<file path="src/rtl/uart_pkg.sv">
`default_nettype none
// ============================================================================
//  Module      : uart_pkg
//  Description : Shared types and helpers for the parametrised UART receiver.
//                Holds the receive FSM state encoding, the parity sense
//                encoding and the tick-counter width helper.
//  Revision    : 1.0  initial release
// ============================================================================
package uart_pkg;

    // Receive FSM states, 3-bit encoding
    typedef enum logic [2:0] {
        IDLE   = 3'd0,
        START  = 3'd1,
        DATA   = 3'd2,
        PARITY = 3'd3,
        STOP   = 3'd4,
        BRK    = 3'd5
    } state_t;

    // Parity sense: the value the XOR of data and parity bit must produce
    typedef enum logic {
        PAR_EVEN = 1'b0,
        PAR_ODD  = 1'b1
    } parity_mode_t;

    // Tick counter is one bit wider than needed to index a bit period
    function automatic int cnt_width(input int oversample);
        return $clog2(oversample) + 1;
    endfunction

endpackage
`default_nettype wire

</file>
<file path="src/rtl/uart_rx_sampler.sv">
`default_nettype none
// ============================================================================
//  Module      : uart_rx_sampler
//  Description : Input front end of the UART receiver: 2-flop synchroniser,
//                oversampling tick counter and 3-sample majority vote around
//                the middle of each bit period.
//  Revision    : 1.0  initial release
// ============================================================================
module uart_rx_sampler
    import uart_pkg::*;
#(
    parameter int OVERSAMPLE = 16
) (
    input  logic clk,
    input  logic reset,
    input  logic baud_tick,
    input  logic rx,
    input  logic hold,
    output logic rxs,
    output logic bit_val,
    output logic bit_strobe
);

    localparam int              CW     = cnt_width(OVERSAMPLE);
    localparam logic [CW-1:0]   C_MIDM = CW'(OVERSAMPLE / 2 - 1);
    localparam logic [CW-1:0]   C_MID  = CW'(OVERSAMPLE / 2);
    localparam logic [CW-1:0]   C_MIDP = CW'(OVERSAMPLE / 2 + 1);
    localparam logic [CW-1:0]   C_LAST = CW'(OVERSAMPLE - 1);

    logic          sync1;
    logic [CW-1:0] count;
    logic          samp_a;
    logic          samp_b;

    // Two-flop synchroniser, resets to the idle (high) line level
    always_ff @(posedge clk or posedge reset) begin
        if (reset) begin
            sync1 <= 1'b1;
            rxs   <= 1'b1;
        end else begin
            sync1 <= rx;
            rxs   <= sync1;
        end
    end

    // Tick counter: held at zero while the FSM idles, wraps once per bit
    always_ff @(posedge clk or posedge reset) begin
        if (reset) begin
            count <= '0;
        end else if (hold) begin
            count <= '0;
        end else if (baud_tick) begin
            if (count == C_LAST) begin
                count <= '0;
            end else begin
                count <= count + 1'b1;
            end
        end
    end

    // Capture the first two vote samples; the third is taken live
    always_ff @(posedge clk or posedge reset) begin
        if (reset) begin
            samp_a <= 1'b0;
            samp_b <= 1'b0;
        end else if (baud_tick && !hold) begin
            if (count == C_MIDM) begin
                samp_a <= rxs;
            end
            if (count == C_MID) begin
                samp_b <= rxs;
            end
        end
    end

    // Vote resolves on the tick after the centre sample
    assign bit_strobe = baud_tick && !hold && (count == C_MIDP);
    assign bit_val    = (samp_a & samp_b) | (samp_a & rxs) | (samp_b & rxs);

endmodule
`default_nettype wire

</file>
<file path="src/rtl/uart_rx_param.sv">
`default_nettype none
// ============================================================================
//  Module      : uart_rx_param
//  Description : Parametrised UART receiver. Frame FSM, LSB-first shift
//                register, parity/framing/break detection and a single-entry
//                ready/valid holding register with overrun reporting.
//  Revision    : 1.0  initial release
// ============================================================================
module uart_rx_param
    import uart_pkg::*;
#(
    parameter int DATA_BITS  = 8,
    parameter int OVERSAMPLE = 16,
    parameter int PARITY_EN  = 0,
    parameter int PARITY_ODD = 0,
    parameter int STOP_BITS  = 1
) (
    input  logic                 clk,
    input  logic                 reset,
    input  logic                 baud_tick,
    input  logic                 rx,
    input  logic                 rx_ready,
    output logic                 rx_valid,
    output logic [DATA_BITS-1:0] rx_data,
    output logic                 frame_err,
    output logic                 parity_err,
    output logic                 break_det,
    output logic                 overrun_err
);

    localparam int            CW        = cnt_width(OVERSAMPLE);
    localparam logic [CW-1:0] BRK_LAST  = CW'(OVERSAMPLE / 2 - 1);
    localparam logic [3:0]    DATA_LAST = 4'(DATA_BITS - 1);
    localparam logic [3:0]    STOP_LAST = 4'(STOP_BITS - 1);
    localparam parity_mode_t  PAR_MODE  = (PARITY_ODD != 0) ? PAR_ODD : PAR_EVEN;
    localparam logic          PAR_SENSE = (PAR_MODE == PAR_ODD);
    localparam logic          PAR_ON    = (PARITY_EN != 0);

    state_t               state;
    state_t               state_nxt;
    logic                 rxs;
    logic                 bit_val;
    logic                 bit_strobe;
    logic                 sampler_hold;
    logic [DATA_BITS-1:0] shreg;
    logic [3:0]           bit_idx;
    logic                 par_bit;
    logic                 par_err_int;
    logic                 frm_err_int;
    logic [CW-1:0]        brk_cnt;
    logic                 frame_done;
    logic                 frm_err_fin;
    logic                 brk_fin;

    // Counter only runs while a frame is in flight
    assign sampler_hold = (state == IDLE) || (state == BRK);

    uart_rx_sampler #(
        .OVERSAMPLE (OVERSAMPLE)
    ) u_sampler (
        .clk        (clk),
        .reset      (reset),
        .baud_tick  (baud_tick),
        .rx         (rx),
        .hold       (sampler_hold),
        .rxs        (rxs),
        .bit_val    (bit_val),
        .bit_strobe (bit_strobe)
    );

    // Final stop vote: the frame completes and its flags are resolved here
    assign frame_done  = (state == STOP) && bit_strobe && (bit_idx == STOP_LAST);
    assign frm_err_fin = frm_err_int | ~bit_val;
    assign brk_fin     = (shreg == '0) && (!PAR_ON || !par_bit) && frm_err_fin;

    // FSM state register
    always_ff @(posedge clk or posedge reset) begin
        if (reset) begin
            state <= IDLE;
        end else begin
            state <= state_nxt;
        end
    end

    // FSM next-state decode
    always_comb begin
        state_nxt = state;
        case (state)
            IDLE: begin
                if (!rxs) begin
                    state_nxt = START;
                end
            end
            START: begin
                if (bit_strobe) begin
                    state_nxt = bit_val ? IDLE : DATA;
                end
            end
            DATA: begin
                if (bit_strobe && (bit_idx == DATA_LAST)) begin
                    state_nxt = PAR_ON ? PARITY : STOP;
                end
            end
            PARITY: begin
                if (bit_strobe) begin
                    state_nxt = STOP;
                end
            end
            STOP: begin
                if (frame_done) begin
                    state_nxt = brk_fin ? BRK : IDLE;
                end
            end
            BRK: begin
                if (baud_tick && rxs && (brk_cnt == BRK_LAST)) begin
                    state_nxt = IDLE;
                end
            end
            default: state_nxt = IDLE;
        endcase
    end

    // Bit index, shift register and per-frame error accumulation
    always_ff @(posedge clk or posedge reset) begin
        if (reset) begin
            shreg       <= '0;
            bit_idx     <= '0;
            par_bit     <= 1'b0;
            par_err_int <= 1'b0;
            frm_err_int <= 1'b0;
        end else begin
            if (state != state_nxt) begin
                bit_idx <= '0;
            end else if (bit_strobe) begin
                bit_idx <= bit_idx + 4'd1;
            end

            if (state == IDLE) begin
                par_bit     <= 1'b0;
                par_err_int <= 1'b0;
                frm_err_int <= 1'b0;
            end

            if (bit_strobe) begin
                case (state)
                    DATA: shreg <= {bit_val, shreg[DATA_BITS-1:1]};
                    PARITY: begin
                        par_bit     <= bit_val;
                        par_err_int <= (^shreg) ^ bit_val ^ PAR_SENSE;
                    end
                    STOP: begin
                        if (!bit_val) begin
                            frm_err_int <= 1'b1;
                        end
                    end
                    default: ;
                endcase
            end
        end
    end

    // Break exit: count consecutive high ticks, restart on any low tick
    always_ff @(posedge clk or posedge reset) begin
        if (reset) begin
            brk_cnt <= '0;
        end else if (state != BRK) begin
            brk_cnt <= '0;
        end else if (baud_tick) begin
            brk_cnt <= rxs ? brk_cnt + 1'b1 : '0;
        end
    end

    // Holding register: load on completion if free or being read, else drop
    always_ff @(posedge clk or posedge reset) begin
        if (reset) begin
            rx_valid    <= 1'b0;
            rx_data     <= '0;
            frame_err   <= 1'b0;
            parity_err  <= 1'b0;
            break_det   <= 1'b0;
            overrun_err <= 1'b0;
        end else begin
            overrun_err <= 1'b0;
            if (frame_done) begin
                if (!rx_valid || rx_ready) begin
                    rx_valid   <= 1'b1;
                    rx_data    <= shreg;
                    frame_err  <= frm_err_fin;
                    parity_err <= par_err_int;
                    break_det  <= brk_fin;
                end else begin
                    overrun_err <= 1'b1;
                end
            end else if (rx_valid && rx_ready) begin
                rx_valid <= 1'b0;
            end
        end
    end

endmodule
`default_nettype wire

</file>
<file path="config.mk">
export PLATFORM = sky130hd
export DESIGN_NAME = uart_rx_param
export DESIGN_NICKNAME = d
export VERILOG_FILES = /design/src/rtl/uart_pkg.sv /design/src/rtl/uart_rx_sampler.sv /design/src/rtl/uart_rx_param.sv
export SDC_FILE = /design/constraint.sdc
export NUM_CORES = 1
export LEC_CHECK = 0
export ABC_AREA = 1
export ABC_CLOCK_PERIOD_IN_PS = 2400
export BUFFER_PORTS_ARGS = -buffer_cell sky130_fd_sc_hd__buf_4
export CAP_MARGIN = 20
export CORE_MARGIN = 2
export CORE_UTILIZATION = 40
export CTS_BUF_LIST = sky130_fd_sc_hd__clkbuf_4 sky130_fd_sc_hd__clkbuf_8
export DETAILED_ROUTE_END_ITERATION = 10
export PLACE_DENSITY_LB_ADDON = 0.12
export SYNTH_ARGS = -nofsm -noshare
export SYNTH_HDL_FRONTEND = slang
export SYNTH_HIERARCHICAL = 1
export SYNTH_SLANG_ARGS = --single-unit
export TNS_END_PERCENT = 20
</file>
<file path="constraint.sdc">
create_clock -name clk -period 2.4 [get_ports clk]
set_input_delay 0.12 -clock clk [delete_from_list [all_inputs] [get_ports clk]]
set_output_delay 0.12 -clock clk [all_outputs]
set_load 0.02 [all_outputs]
</file>
==> results of run 1 <==
==> where the power goes <==
part / internal (W) / switching, W / leakage (nW)
logic: 0.000182 / 0.000286 / 0.629
registers: 0.000828 / 0.0000907 / 0.584
clock network: 0.000274 / 0.000238 / 0.0549
==> cells by family after synthesis <==
| group | share of synthesized area [%] |
|---|---|
| xor gates and xnor gates | 2.70 |
| and+or+nand+nor | 24.5 |
| AOI/OAI and AO/OA | 9.98 |
| adders and majority gates | 5.96 |
| DFF | 48.6 |
| buffers and inverters | 8.16 |
==> metrics by stage <==
step                worst slack (ns)  total power (W)  hold slack, ns  util, %
floorplan                      0.310          0.00126         -0.0535        -
global placement               0.155          0.00138           0.120     45.3
detailed placement             0.113          0.00137           0.120     45.3
CTS                           0.0967          0.00190           0.128     47.5
global route                 -0.0205          0.00204           0.145     48.0
finish                         0.261          0.00190           0.132     48.0
==> routing by layer <==
layer	routed length [um]	share of wire, %	up-vias
met5	0	0	-
met2	1810	44	20
met1	2070	51	769
met3	126	3.1	8
met4	65	1.6	0
li1	-	-	894
==> worst paths after layout <==
kind,startpoint,end,slack [ns],cells after the start
worst max-delay path,state[0],break_det,0.26,15
worst min-delay path,rx_ready,overrun_err,0.13,4
min in group asynchronous,reset,u_sampler/count[4],0.35,3
worst max register to register,state[0],break_det,0.26,15
worst min register to register,u_sampler/sync1,u_sampler/rxs,0.35,0
max in group asynchronous,reset,state[0],1.57,4
==> worst min-delay path, delay by kind of cell <==
kind | cells | cell delay (ns)
buffers and inverters | 2 | 0.15
and+or+nand+nor | 2 | 0.11
==> layout make-up <==
type | instances | share of cell area (%)
clock buffers | 8 | 3.93
inverters | 43 | 6.11
multi-input cells | 175 | 37.4
flip-flops and latches | 44 | 41.9
well taps | 72 | 3.41
repair buffers | 25 | 7.30
==> Yosys cell counts, drive strengths merged, types with 2 or more instances <==
library cell  instances
a21oi                 3
buf                   3
dfrtp                42
dfstp                 2
ha                   10
inv                  42
nand2                69
nand3                16
nand4                 4
nor2                 24
nor3                  9
o21ai                25
xnor2                 2
xor2                  5
==> registers in the layout, indices dropped and copies added, names as in the netlist, 3 cells and up <==
signal           count
shreg                8
rx_data              8
u_sampler/count      5
bit_idx              4
state                3
brk_cnt              5
==> what timing repair did <==
| item | CTS | global route |
|---|---|---|
| gates resized for setup | 0 | 5 |
| setup buffers | 0 | 2 |
| hold endpoints to repair | 43 | 0 |
| endpoints found under the setup margin | 0 | 14 |
| hold buffers | 2 | 0 |
==> results.md, run 1 <==
* CP Data Required Time at 2.57 ns
* Met2 Usage GRT at 23.5%
* First-pass GRT wire length at around 7400 um
* Async S/R FF share, synth at between 90% and 100%
* Post-synth top area cell: dfrtp_1
* Multi-input logic area at about 990 um^2
* Die X at 79.3 um
* Fillcell total at about 540
* Post-synth top area share at 46.3%
* H-tree depth at 2
* WL final at between 4000 and 5000 um
* Largest net degree at the start of global routing at 36
* Core area at 5510 um^2
* Synth Net Count at 280
* TritonCTS Sinks at 44
* Wire per inst at about 11 um
* Number of synthesized register bits at 44
* Leak pwr at 1.27 nW
* I/O Pins at 18
* HP Class: in2reg
* Slowest stage delay, CP at ~0.46 ns
* Initial core utilization at ~40%
* Synth cell types at 33
* WP buf/inv at 5
* Slew headroom at 69.9%
* Maximum VDD drop at approximately 400 uV
* IO Port Bufs at 17
* DP Area at between 2000 and 2500 um^2
* Fmax at 468 MHz
* Main synth FF type: dfrtp_1
* NumNets Final at approximately 300
* Routing usage on met3 at approximately 3.4%
* Vias in the first global route at 1,644
* Detailed router's first-iteration violation count at between 50 and 60
* Synth top area cells: dfrtp_1 (46%), nand2_1 (11%), inv_1 (5.8%)
* Slew Limit Fails at 0
* Storage element area at roughly 1100 um^2
* Cts bufs inserted at 5
* Slowest cell on crit path: dfrtp_2
* Final min period at between 2 and 2.5 ns
* CTS tree: built
* Cell family with most CP delay: simple AND/OR/NAND/NOR gates
* Setup TNS at 0 ns
* Setup Skew at between 0.008 and 0.009 ns
* Met1 Usage GRT at 20.3%
* Row cnt at 27
* Outcome: completed
* DRC errors left at 0
* Sequential share of the synthesized area at around half
* Die area at between 6000 and 7000 um^2
* GRT busiest layer: met2
* CP max FO at 19
* Cells after Synth at between 200 and 300
* Fin crit share at approximately 89%
* RSZ-0062 raised after global routing: yes
* Initial antenna violation count at 0
* PD cells at approximately 720 nW/um^2
* Fraction of layout cells with a size suffix above 1 at around 23%
* Crit path DAT at between 2 and 2.5 ns
* CTS clock-pin slew for the worst setup and hold paths at about 0.08 ns
* Endpoint class of the critical path: flip-flop
* Avg Inst Size Synth at approximately 8.6 um^2
* Worst-margin pin slew at roughly 0.45 ns
* Latest clock arrival within the worst-skew pair at a little under 0.3 ns
* Syn-to-layout area delta at 16.4%
* Total number of vias at roughly 1,700
* Final count of negative-setup-slack endpoints at 0
* Most common cell after layout, fill and taps aside: nand2_1
* Non-Filler Instances at around 370
* Die Y at between 70 and 80 um
* Clock root buffer: clkbuf_8
* Fin. Hold Viols at 0
* GR Overflow Total at 0
* CP dominant cell by count: inv_2
* Mapped cell area at 2270 um^2
* Max_cap viols at 0
* Post-synth EDFFs at 0
* Type of origin of the critical path: flip-flop
* Vias per cell at 4.61
* Design area at 2640 um^2
* Post-DP HPWL at 3040 um
* CTS Buffer Depth at 2
* Critical path class: reg2reg
* Antenna cells at 0
* Commonest non-fill, non-tap cells in the layout: nand2_1 (64), dfrtp_1 (40), inv_1 (35)
* YS warnings at 6
* Gp weighted congestion at between 0.8 and 0.9
* Routed Antenna Nets at 0
* Drt first pass iters at 4
* Critical-path cell list: inv_2, nor3_2, inv_1, nand2_2, nor2_4, nand2_1, nor2_1, buf_4, nand3_2, nor2_2, inv_2, nor2_4, inv_2, nand2_1, o21ai_2
* Total GRT Usage at ~15%
* Dpl cells at 355
No activity file was read; power rests on OpenSTA's default activity.
==> inputs of run 2 (changes only) <==
ABC_CLOCK_PERIOD_IN_PS = 1700   (was 2400)
CORE_ASPECT_RATIO = 1.4   (was unset)
CTS_CLUSTER_DIAMETER = 30   (was unset)
clock period = 1.7 ns   (was 2.4 ns; I/O delays follow)
==> results.md, run 2 (synthesis gave the netlist of run 1 again) <==
* Outcome: complete, but fails checks
* Failing checks: setup timing
* Vias per cell at ~4.7
* Die X at 67.6 um
* Fillcell total at 535
* WP buf/inv at 4
* Leak pwr at about 1.4 nW
* RSZ-0062 raised after global routing: yes
* Drt first pass iters at 4
* Total GRT Usage at 17.4%
* Slowest cell on crit path: dfrtp_2
* Largest net degree at the start of global routing at 36
* Cell family with most CP delay: simple AND/OR/NAND/NOR gates
* Maximum VDD drop at 773 uV
* Vias in the first global route at between 1,500 and 2,000
* NumNets Final at 340
* Slew headroom at a little over two thirds
* Number of cells on the critical path at 16
* CTS Buffer Depth at 2
* Slew Limit Fails at 0
* Clock root buffer: clkbuf_8
* Endpoint class of the critical path: flip-flop
* Commonest non-fill, non-tap cells in the layout: nand2_1 (63), buf_4 (52), dfrtp_1 (40)
* Fmax at around 540 MHz
* Source of the critical timing path: state[0]
* CTS tree: built
* Design area at ~2900 um^2
* HP Class: in2reg
* Non-Filler Instances at ~390
* Total number of vias at 1,866
* Crit path DAT at 2.07 ns
* Core area at about 5500 um^2
* Die area at 6300 um^2
* Type of origin of the critical path: flip-flop
* Pwr Total at ~0.0029 W
* Max_cap viols at 0
* Met3 WL post-DR at 149 um
* PD cells at roughly 1000 nW/um^2
* GR Overflow Total at 0
* Critical path endpoint: bit_idx[2]
* Pre-CTS setup slack at -0.167 ns
* IO Port Bufs at 17
* Routed Antenna Nets at 0
* WL final at roughly 4700 um
* Critical-path cell list: inv_2, nor3_2, inv_2, nand2_4, nor2_4, nand2_2, nor2_4, buf_6, inv_2, nand3_1, o21ai_1, nor2_1, nand2_2, nand2_2, nand2_2, nor3_1
* Reg-to-reg startpoint: state[0]
* CTS clock-pin slew for the worst setup and hold paths at approximately 0.09 ns
* Largest regs: rx_data: 8 flops, shreg: 8 flops
* Fin crit share at 109%
* H-tree depth at 2
* Detailed router's first-iteration violation count at 55
* Dpl cells at about 380
* CP Data Required Time at between 1.5 and 2 ns
* TritonCTS Sinks at 44
* Final min period at 1.85 ns
* R2R Path End: bit_idx[2]
* DP Area at 2750 um^2
* CP max FO at 4
* Die Y at between 90 and 100 um
* Initial antenna violation count at 0
* Post-DP HPWL at about 3600 um
* Critical path class: reg2reg
* Antenna cells at 0
* Initial core utilization at between 40% and 50%
* CP dominant cell by count: nand2_2
* Final count of negative-setup-slack endpoints at 16
* First-pass GRT wire length at around 8300 um
* Fraction of layout cells with a size suffix above 1 at 33.1%
* Cts bufs inserted at 5
* Final WS setup at -0.150 ns
* Worst hold slack at approximately 0.072 ns
* R2R depth at 16
* Worst-margin pin slew at between 0.4 and 0.5 ns
* DRC errors left at 0
* I/O Pins at 18
* Latest clock arrival within the worst-skew pair at slightly below 0.3 ns
* Wl on met1 at between 1500 and 2000 um
* Setup Skew at roughly 0.0033 ns
* Syn-to-layout area delta at 28.7%
* Most common cell after layout, fill and taps aside: nand2_1
* Row cnt at 32
* Gp weighted congestion at slightly below 0.9
* Highest metal used: met4
* R2R setup slack at -0.15 ns
* Met2 wire length at approximately 2600 um
* Slowest stage delay, CP at roughly 0.44 ns
* Fin. Hold Viols at 0
* Wire per inst at 11.9 um
run 2: cell count changes in the layout (fill, tap and decap cells not counted), sizes merged:
cell and delta:
clkinv +3, clkbuf -3, buf +31
run 2: layout make-up:
class	count	area (um^2)	share of cell area (%)
clock buffers	5	68.8	2.36
clock inverters	3	18.8	0.643
inverters	43	166	5.70
multi-input cells	175	1030	35.4
flip-flops and latches	44	1110	37.9
well taps	68	85.1	2.91
repair buffers	56	442	15.1
run 2: timing repair:
item	4_1_cts	5_1_grt
pin swaps	4	0
hold endpoints to repair	43	0
setup buffers	1	1
gates resized for setup	10	3
setup endpoints to repair	17	22
hold buffers	2	0
run 2: per-stage QoR:
step	utilization (%)	setup TNS, ns
2_1_floorplan	-	-2.18
3_3_place_gp	50.2	-1.73
3_5_place_dp	50.2	-1.99
4_1_cts	53.0	-1.14
5_1_grt	53.2	-3.47
6_report	53.2	-1.12
run 2: report_power, final:
part	switching (W)	internal [W]	leakage, nW
combinational	0.000564	0.000477	0.797
sequential	0.0000770	0.00117	0.583
clock	0.000373	0.000287	0.0479
run 2: worst min-delay path, delay by kind of cell:
family	cells	cell delay, ns
buf+inv	2	0.14
simple gates	2	0.10
run 2: worst min path at each step:
stage	from	to	slack (ns)	depth (start not counted)
after CTS	rx_ready	overrun_err	0.07	4
after floorplan	reset	u_sampler/count[0]	-0.09	1
after global routing	rx_ready	overrun_err	0.08	4
final	rx_ready	overrun_err	0.07	4
after global placement	reset	u_sampler/count[1]	0.1	2
after detailed placement	reset	u_sampler/count[1]	0.10	2
run 2: layer usage:
metal / vias to the layer above / GRT usage, %
li1: 962 / -
met1: 874 / 18.1
met2: 26 / 32.7
met3: 4 / 3.49
met4: 0 / 6.63
met5: - / 0
==> inputs of run 3 (changes only) <==
SKIP_LAST_GASP = 1   (was unset)
==> results.md, run 3 (synthesis gave the netlist of run 1 again) <==
* Type of origin of the critical path: flip-flop
* Final min period at 1.88 ns
* Initial antenna violation count at 0
* RSZ-0062 raised after global routing: yes
* Non-Filler Instances at a little under 400
* Pre-CTS setup slack at -0.167 ns
* HP Class: in2reg
* Antenna cells at 0
* Final count of negative-setup-slack endpoints at 16
* Design area at just under 3000 um^2
* CP Data Required Time at 1.92 ns
* Fraction of layout cells with a size suffix above 1 at 32.6%
* DRC errors left at 0
* Slowest stage delay, CP at approximately 0.44 ns
* Source of the critical timing path: state[0]
* Leak pwr at 1.42 nW
* Detailed router's first-iteration violation count at 80
* Worst-margin pin slew at between 0.4 and 0.5 ns
* CTS tree: built
* Dpl cells at 382
* Largest regs: rx_data: 8 flops, shreg: 8 flops
* WL final at around 4700 um
* Clock root buffer: clkbuf_8
* I/O Pins at 18
* Commonest non-fill, non-tap cells in the layout: nand2_1 (63), buf_4 (51), dfrtp_1 (40)
* CP max FO at 4
* Critical path endpoint: bit_idx[1]
* Critical path class: reg2reg
* Initial core utilization at 41.4%
* Total number of vias at ~1,900
* Syn-to-layout area delta at 28.8%
* Final WS setup at -0.182 ns
* H-tree depth at 2
* Latest clock arrival within the worst-skew pair at between 0.2 and 0.3 ns
* Failing checks: setup timing
* R2R setup slack at -0.18 ns
* Slowest cell on crit path: dfrtp_2
* Endpoint class of the critical path: flip-flop
* First-pass GRT wire length at about 8300 um
* Die X at around 68 um
* Die area at 6300 um^2
* Largest net degree at the start of global routing at 36
* Vias in the first global route at between 1,500 and 2,000
* Core area at 5490 um^2
* Maximum VDD drop at roughly 770 uV
* Setup Skew at 0.00333 ns
* GR Overflow Total at 0
* Die Y at 93.1 um
* CTS clock-pin slew for the worst setup and hold paths at roughly 0.09 ns
* Hold Startpoint: rx_ready
* Slew Limit Fails at 0
* Reg-to-reg startpoint: state[0]
* Wire per inst at approximately 12 um
* Pwr Total at slightly below 0.003 W
* Most common cell after layout, fill and taps aside: nand2_1
* Fin crit share at 111%
* Outcome: complete, but fails checks
* Total GRT Usage at 17.3%
* Fmax at about 530 MHz
* Drt first pass iters at 4
* Slew headroom at between 60% and 70%
* Fin. Hold Viols at 0
* Gp weighted congestion at 0.888
* TritonCTS Sinks at between 40 and 50
* DP Area at between 2000 and 3000 um^2
* R2R Path End: bit_idx[1]
* IO Port Bufs at 17
* Final Core Density at ~53%
* Vias per cell at around 4.7
* R2R depth at 15
* Critical-path cell list: inv_2, nor3_2, inv_2, nand2_4, nor2_4, nand2_2, nor2_4, nand3_2, nor2_4, nand2_1, nand3_2, nand2_2, nand2_2, nand2_4, nor3_4
* NumNets Final at between 300 and 400
* Routed Antenna Nets at 0
* PD cells at between 1000 and 1500 nW/um^2
* Post-DP HPWL at ~3600 um
* Row cnt at 32
* Crit path DAT at roughly 2.1 ns
* CTS Buffer Depth at 2
* Max_cap viols at 0
* Cts bufs inserted at 5
* Fillcell total at approximately 530
run 3: cell types whose count changed in the layout (fill, tap and decap cells not counted), sizes merged:
| cell | previous run | this run |
|---|---|---|
| buf | 54 | 53 |
run 3: critical path, delay by kind of cell (launching register included):
kind | cells | cell delay, ns
buffers and inverters | 2 | 0.14
flip-flops | 1 | 0.44
AND/OR/NAND/NOR | 13 | 1.21
run 3: layout make-up:
| class | count | area, um^2 | area share [%] |
|---|---|---|---|
| clock buffers | 5 | 68.8 | 2.35 |
| clock inverters | 3 | 18.8 | 0.642 |
| inverters | 43 | 164 | 5.61 |
| multi-input cells | 175 | 1050 | 35.8 |
| flip-flops and latches | 44 | 1110 | 37.8 |
| well taps | 68 | 85.1 | 2.91 |
| repair buffers | 55 | 434 | 14.9 |
run 3: how the worst min path moves through the flow:
| stage | end | slack (ns) | cells after the start |
|---|---|---|---|
| 3_3_place_gp | u_sampler/count[1] | 0.1 | 2 |
| 3_5_place_dp | u_sampler/count[1] | 0.10 | 2 |
| 2_1_floorplan | u_sampler/count[0] | -0.09 | 1 |
| 4_1_cts | overrun_err | 0.07 | 4 |
| 5_1_grt | overrun_err | 0.08 | 4 |
| 6_report | overrun_err | 0.07 | 4 |
run 3: per-layer routing:
metal	global-route usage, %	wire, um	vias up
li1	-	-	958
met1	18.0	1940	870
met2	32.7	2550	28
met3	3.49	152	6
met4	6.63	68	0
met5	0	0	-
run 3: stage by stage:
stage	hold WS (ns)	setup TNS [ns]
6_report	0.0730	-0.969
5_1_grt	0.0807	-3.34
4_1_cts	0.0676	-1.28
3_5_place_dp	0.100	-1.99
3_3_place_gp	0.0980	-1.73
2_1_floorplan	-0.0885	-2.18
run 3: power by group:
| group | switching, W | internal, W | total, W | leakage, nW |
|---|---|---|---|---|
| Combinational | 0.000589 | 0.000470 | 0.00106 | 0.794 |
| Sequential | 0.0000749 | 0.00117 | 0.00124 | 0.583 |
| Clock | 0.000374 | 0.000287 | 0.000661 | 0.0479 |
| Total | 0.00104 | 0.00192 | 0.00296 | 1.42 |
run 3: what timing repair did:
item                       4_1_cts  5_1_grt
hold buffers                     2        0
resized for setup                8        5
buffers inserted                 1        0
pin swaps                        2        6
setup endpoints to repair       17       22
hold endpoints to repair        43        0
